$ cat config.mk
export PLATFORM = sky130hd
export DESIGN_NAME = entropy_counter
export DESIGN_NICKNAME = d
export VERILOG_FILES = /design/src/rtl/entropy_pkg.sv /design/src/rtl/entropy_edge_sync.sv /design/src/rtl/entropy_counter.sv
export SDC_FILE = /design/constraint.sdc
export NUM_CORES = 1
export LEC_CHECK = 0
export BUFFER_PORTS_ARGS = -buffer_cell sky130_fd_sc_hd__buf_2
export CAP_MARGIN = 0
export CORE_ASPECT_RATIO = 0.75
export CORE_MARGIN = 2
export CORE_UTILIZATION = 50
export CTS_CLUSTER_SIZE = 10
export DETAILED_ROUTE_END_ITERATION = 8
export PLACE_DENSITY = 0.66
export SYNTH_ARGS = -nofsm -noshare
export SYNTH_HDL_FRONTEND = slang
export SYNTH_HIERARCHICAL = 1
export SYNTH_SLANG_ARGS = --single-unit
$ cat constraint.sdc
create_clock -name clk -period 5.42 [get_ports clk]
set_input_delay 1.084 -clock clk [delete_from_list [all_inputs] [get_ports clk]]
set_output_delay 1.084 -clock clk [all_outputs]
set_load 0.02 [all_outputs]
$ cat src/rtl/entropy_pkg.sv
// Shared register map and status layout for the entropy counter.
package entropy_pkg;

    localparam int unsigned DATA_W      = 32;
    localparam int unsigned BIT_CNT_W   = 5;
    localparam int unsigned ADDR_W      = 2;

    // Avalon-MM word addresses
    typedef enum logic [ADDR_W-1:0] {
        ADDR_DATA    = 2'd0,
        ADDR_STATUS  = 2'd1,
        ADDR_LASTCNT = 2'd2,
        ADDR_RSVD    = 2'd3
    } reg_addr_e;

    // Status word bit positions
    localparam int unsigned STATUS_BIT_CNT_LSB  = 0;
    localparam int unsigned STATUS_VALID_BIT    = 5;
    localparam int unsigned STATUS_OVERFLOW_BIT = 6;

    // Assemble the status word; every unused bit reads as zero.
    function automatic logic [DATA_W-1:0] pack_status(
        input logic                 overflow,
        input logic                 valid,
        input logic [BIT_CNT_W-1:0] bit_cnt
    );
        logic [DATA_W-1:0] word;
        word                                        = '0;
        word[STATUS_OVERFLOW_BIT]                   = overflow;
        word[STATUS_VALID_BIT]                      = valid;
        word[STATUS_BIT_CNT_LSB +: BIT_CNT_W]       = bit_cnt;
        return word;
    endfunction

endpackage

$ cat src/rtl/entropy_edge_sync.sv
// Two-flop synchronizer for the ring oscillator plus a rising-edge detector.
module entropy_edge_sync (
    input  logic clk,
    input  logic reset_n,
    input  logic ring_osc_in,
    output logic rise_c
);

    logic stage1;
    logic stage2;
    logic stage3;

    // Synchronizer chain; stage3 is the delayed copy used for edge detection
    always_ff @(posedge clk or negedge reset_n) begin
        if (!reset_n) begin
            stage1 <= 1'b0;
            stage2 <= 1'b0;
            stage3 <= 1'b0;
        end else begin
            stage1 <= ring_osc_in;
            stage2 <= stage1;
            stage3 <= stage2;
        end
    end

    assign rise_c = stage2 & ~stage3;

endmodule

$ cat src/rtl/entropy_counter.sv
// Counts ring-oscillator edges per sampling window, harvests the count LSB
// as one random bit per window and exposes assembled 32-bit words over Avalon-MM.
module entropy_counter
    import entropy_pkg::*;
#(
    parameter int unsigned WINDOW_CYCLES = 1024,
    parameter int unsigned COUNT_WIDTH   = 16
) (
    input  logic              clk,
    input  logic              reset_n,
    input  logic              ring_osc_in,
    input  logic              entropy_counter_enable,
    input  logic              entropy_counter_clear,
    input  logic [ADDR_W-1:0] avs_address,
    input  logic              avs_read,
    output logic [DATA_W-1:0] avs_readdata
);

    localparam int unsigned WIN_W     = (WINDOW_CYCLES > 1) ? $clog2(WINDOW_CYCLES) : 1;
    localparam int unsigned PENDING_W = DATA_W - 1;
    localparam logic [WIN_W-1:0]     WIN_LAST     = WIN_W'(WINDOW_CYCLES - 1);
    localparam logic [BIT_CNT_W-1:0] BIT_CNT_LAST = BIT_CNT_W'(DATA_W - 1);

    logic                   rise_c;
    logic [WIN_W-1:0]       window_cnt;
    logic [COUNT_WIDTH-1:0] edge_cnt;
    // The 32nd bit of a word never needs storage: it comes straight from the
    // edge counter on the completing cycle, so only 31 older bits are held.
    logic [PENDING_W-1:0]   pending_bits;
    logic [BIT_CNT_W-1:0]   bit_cnt;
    logic [COUNT_WIDTH-1:0] last_count;
    logic [DATA_W-1:0]      data_reg;
    logic                   valid;
    logic                   overflow;

    logic                   active_c;
    logic                   last_cycle_c;
    logic                   word_done_c;
    logic                   data_read_c;
    logic [COUNT_WIDTH-1:0] edge_next_c;
    logic [DATA_W-1:0]      word_next_c;

    entropy_edge_sync u_edge_sync (
        .clk         (clk),
        .reset_n     (reset_n),
        .ring_osc_in (ring_osc_in),
        .rise_c      (rise_c)
    );

    // Next edge count (saturating), window-end detection and the assembled word
    always_comb begin
        active_c     = entropy_counter_enable & ~entropy_counter_clear;
        last_cycle_c = active_c && (window_cnt == WIN_LAST);
        edge_next_c  = edge_cnt;
        if (rise_c && (edge_cnt != '1)) begin
            edge_next_c = edge_cnt + COUNT_WIDTH'(1);
        end
        word_next_c  = {pending_bits, edge_next_c[0]};
        word_done_c  = last_cycle_c && (bit_cnt == BIT_CNT_LAST);
        data_read_c  = avs_read && (avs_address == ADDR_DATA);
    end

    // Window, edge, bit and shift state; holds while disabled
    always_ff @(posedge clk or negedge reset_n) begin
        if (!reset_n) begin
            window_cnt   <= '0;
            edge_cnt     <= '0;
            pending_bits <= '0;
            bit_cnt      <= '0;
            last_count   <= '0;
        end else if (entropy_counter_clear) begin
            window_cnt   <= '0;
            edge_cnt     <= '0;
            pending_bits <= '0;
            bit_cnt      <= '0;
            last_count   <= '0;
        end else if (active_c) begin
            if (last_cycle_c) begin
                window_cnt   <= '0;
                edge_cnt     <= '0;
                pending_bits <= word_next_c[PENDING_W-1:0];
                bit_cnt      <= bit_cnt + BIT_CNT_W'(1);
                last_count   <= edge_next_c;
            end else begin
                window_cnt   <= window_cnt + WIN_W'(1);
                edge_cnt     <= edge_next_c;
            end
        end
    end

    // Output word hand-off: a concurrent data read frees the slot for the new word
    always_ff @(posedge clk or negedge reset_n) begin
        if (!reset_n) begin
            data_reg <= '0;
            valid    <= 1'b0;
            overflow <= 1'b0;
        end else if (entropy_counter_clear) begin
            data_reg <= '0;
            valid    <= 1'b0;
            overflow <= 1'b0;
        end else if (word_done_c) begin
            if (!valid || data_read_c) begin
                data_reg <= word_next_c;
                valid    <= 1'b1;
            end else begin
                overflow <= 1'b1;
            end
        end else if (data_read_c) begin
            valid <= 1'b0;
        end
    end

    // Register read mux with one-cycle latency; holds when no read is issued
    always_ff @(posedge clk or negedge reset_n) begin
        if (!reset_n) begin
            avs_readdata <= '0;
        end else if (avs_read) begin
            case (avs_address)
                ADDR_DATA:    avs_readdata <= data_reg;
                ADDR_STATUS:  avs_readdata <= pack_status(overflow, valid, bit_cnt);
                ADDR_LASTCNT: avs_readdata <= DATA_W'(last_count);
                default:      avs_readdata <= '0;
            endcase
        end
    end

endmodule

==> run summary <==
Layout Nets - 699
# Post-CTS Setup Buffers - 0
FF-to-FF setup slack - 2760 ps
register area share after synthesis - 54.2%
Syn-to-layout area delta - 12.2%
Synth area leader - dfrtp_1
Post-Syn Instances - 675
post-synthesis net count - 687
endpoints failing setup - 0
drt first pass iters - 5
flip-flop and latch count after synthesis - 146
DP HPWL - 10100 um
Initial Util - 51.6%
outcome - finished, final reports clean
Clock Sinks - 146
floorplan row count - 36
final hold violation count - 0
power per standard cell area - 309 nW/um^2
Distinct cells, synth - 53
post-synthesis average cell area - 9.98 um^2
initial DRC count - 468
number of global-route vias before repair - 4841
largest net degree at the start of global routing - 107
skew final - 15.5 ps
CTS Buf Count - 17
crit-path cells - buf_2 > nor3b_4 > nor2b_1 > nor4b_4 > buf_4 > a22o_1
PortBufs - 39
EDFF count, synth - 0
synth warn - 6
clock slew at reported path FFs - 70 ps
Worst Setup EP - data_reg[24]$_DFFE_PN0P_
Finished Layout Cells - 871
minimum clock period - 3520 ps
CTS tree - built
reg2reg end - data_reg[24]$_DFFE_PN0P_
Filler cells - 1095
initial antenna violation count - 0
CTS Root Buffer Type - clkbuf_16
R2R depth - 7
first-pass GRT wire length - 25700 um
Worst Path Class, Setup - input pin to flop
Min-Delay Path Class - flop to flop
biggest cell delay along the critical path - 810 ps
Leakage Power - 3.30 nW
critical path startpoint category - input pin
worst reg2reg startpoint - window_cnt[0]$_DFFE_PN0P_
Max Cap Viol - 0
die width - 138 um
H-tree Lvls - 4
CTS resizes - 0
wire per inst - 17.9 um
final wirelength - 15600 um
Req. time, crit path - 5780 ps
Tcrit/Tclk final - 64.9%
Slowest cell on crit path - nor4b_4
Async S/R FF share, synth - 100%
layout cells sized above 1 - 13.3%
Synth top area share - 54.2%
Max Clk Rate - 284 MHz
Antenna diodes - 0
Worst Path Arrival - 3880 ps
num ports - 40
VDD IR max - 0.242 mV
worst relative slew slack - 36.9%
Post-route DRC - 0
top post-synthesis cells by area - dfrtp_1 54%, nand2_1 5.6%, a22o_1 4.2%
total negative setup slack - 0 ps
DRT antenna net count - 0
Vias - 5191
Post-synth top flop - dfrtp_1
Die Span Y - 105 um
Critical Path End Type - flop
core area - 13100 um^2
CTS max path bufs - 2
GRT overflow - 0
crit path max fanout - 41
hold wc startpoint - u_edge_sync/stage1$_DFF_PN0_
total routing usage reported by global routing - 22.3%
RSZ-0062 raised after global routing - false
die area - 14400 um^2
worst-skew pair later-pin latency - 430 ps
placed cell count - 839
max-slew violations - 0
Post-CTS Hold Buffers - 0
synthesized area - 6740 um^2
Slew @ Worst Pin - 946 ps
drt via density - 5.96
launch point of the worst path - avs_read
GPL Wtd Cong - 0.835
## placed cells by master, fill, tap and decap left out, types with 3 or more instances in the layout
cell type / count
buf_4: 7
dfrtp_1: 146
or3_1: 12
nor3_1: 10
nand3_1: 14
nand4_4: 3
nand2_1: 101
o31ai_1: 7
ha_1: 4
nor2_1: 38
xnor2_1: 4
nand4_1: 8
mux2i_1: 16
a21oi_1: 51
and2_1: 3
and4_1: 8
inv_6: 5
nand2b_1: 3
a311oi_1: 12
xor2_1: 5
clkbuf_16: 17
inv_8: 5
a31oi_1: 20
o22ai_1: 9
and3_1: 7
a211oi_1: 4
inv_1: 31
buf_2: 38
a41oi_1: 3
a22o_1: 32
o21ai_0: 32
or4_1: 3
nor4_1: 7
nand4b_1: 3
## worst min path at each step
stage | endpoint | slack [ps] | cells past startpoint
after global placement | u_edge_sync/stage2$_DFF_PN0_ | 340 | 0
after global routing | u_edge_sync/stage2$_DFF_PN0_ | 390 | 0
after floorplan | u_edge_sync/stage2$_DFF_PN0_ | 330 | 0
after CTS | u_edge_sync/stage2$_DFF_PN0_ | 370 | 0
final | u_edge_sync/stage2$_DFF_PN0_ | 360 | 0
after detailed placement | u_edge_sync/stage2$_DFF_PN0_ | 340 | 0
## layer usage
layer | track usage [%] | routed length [um] | vias up | part of all wire (%)
li1 | - | - | 2454 | -
met1 | 33.3 | 7550 | 2557 | 48
met2 | 32.1 | 6930 | 159 | 44
met3 | 5.39 | 914 | 21 | 5.9
met4 | 7.29 | 206 | 0 | 1.3
met5 | 0 | 0 | - | 0
## per-stage QoR
stage | worst slack [ps] | power [mW] | cell area (um^2) | util, % | hold WS (ps)
3_5_place_dp | 1490 | 1.21 | 6990 | 53.5 | 343
4_1_cts | 1930 | 2.35 | 7560 | 57.9 | 365
2_1_floorplan | 2970 | 1.17 | 6740 | - | 331
5_1_grt | 1680 | 2.41 | 7560 | 57.9 | 387
3_3_place_gp | 1620 | 1.21 | 6990 | 53.5 | 336
6_report | 1900 | 2.33 | 7560 | 57.9 | 359
## worst max-delay path: cells and delay by family
family,cells,cell delay (ps)
AND/OR/NAND/NOR,3,1720
AO/OA/AOI/OAI,1,170
buffers and inverters,2,890
## report_power, final
group          total [mW]  switching [mW]  internal [mW]
registers            1.10         0.00623           1.10
logic              0.0868          0.0671         0.0197
clock network        1.14           0.520          0.622
## cells by family after synthesis
logic type,synth area share (%)
muxes,2.54
DFF,54.2
AOI/OAI and AO/OA,18.0
adders and majority gates,0.743
xor gates and xnor gates,1.17
and+or+nand+nor,18.0
buffers and inverters,5.29
## Yosys cell counts, types with 2 or more instances
library cell and instances:
nor2_1 38, inv_1 31, dfrtp_1 146, nand4b_1 3
buf_2 23, clkbuf_1 24, mux2i_1 16, buf_1 3
o22ai_1 9, or4_1 3, xnor2_1 4, o31ai_1 7
a311oi_1 13, ha_1 4, nand2b_1 3, o22a_1 2
nand3_1 14, o211ai_1 2, nand4_4 3, nor2b_1 2
or3_1 12, nor4_1 7, a21boi_0 2, a21oi_1 51
and3_1 8, nor3_1 10, nand4_1 8, nand2_1 101
xor2_1 5, a31oi_1 21, and4_1 8, a22o_1 32
a41oi_1 3, o21ai_0 32, a211oi_1 4, or4b_1 2
and2_1 3
## layout make-up
class | count | area (um^2) | share of cell area [%]
Sequential cell | 146 | 3650 | 48.3
Multi-Input combinational cell | 445 | 2750 | 36.4
Tap cell | 171 | 214 | 2.83
Clock inverter | 14 | 133 | 1.75
Timing Repair Buffer | 46 | 254 | 3.36
Inverter | 31 | 116 | 1.54
Clock buffer | 18 | 439 | 5.81
Power figures use the tool's default switching activity.
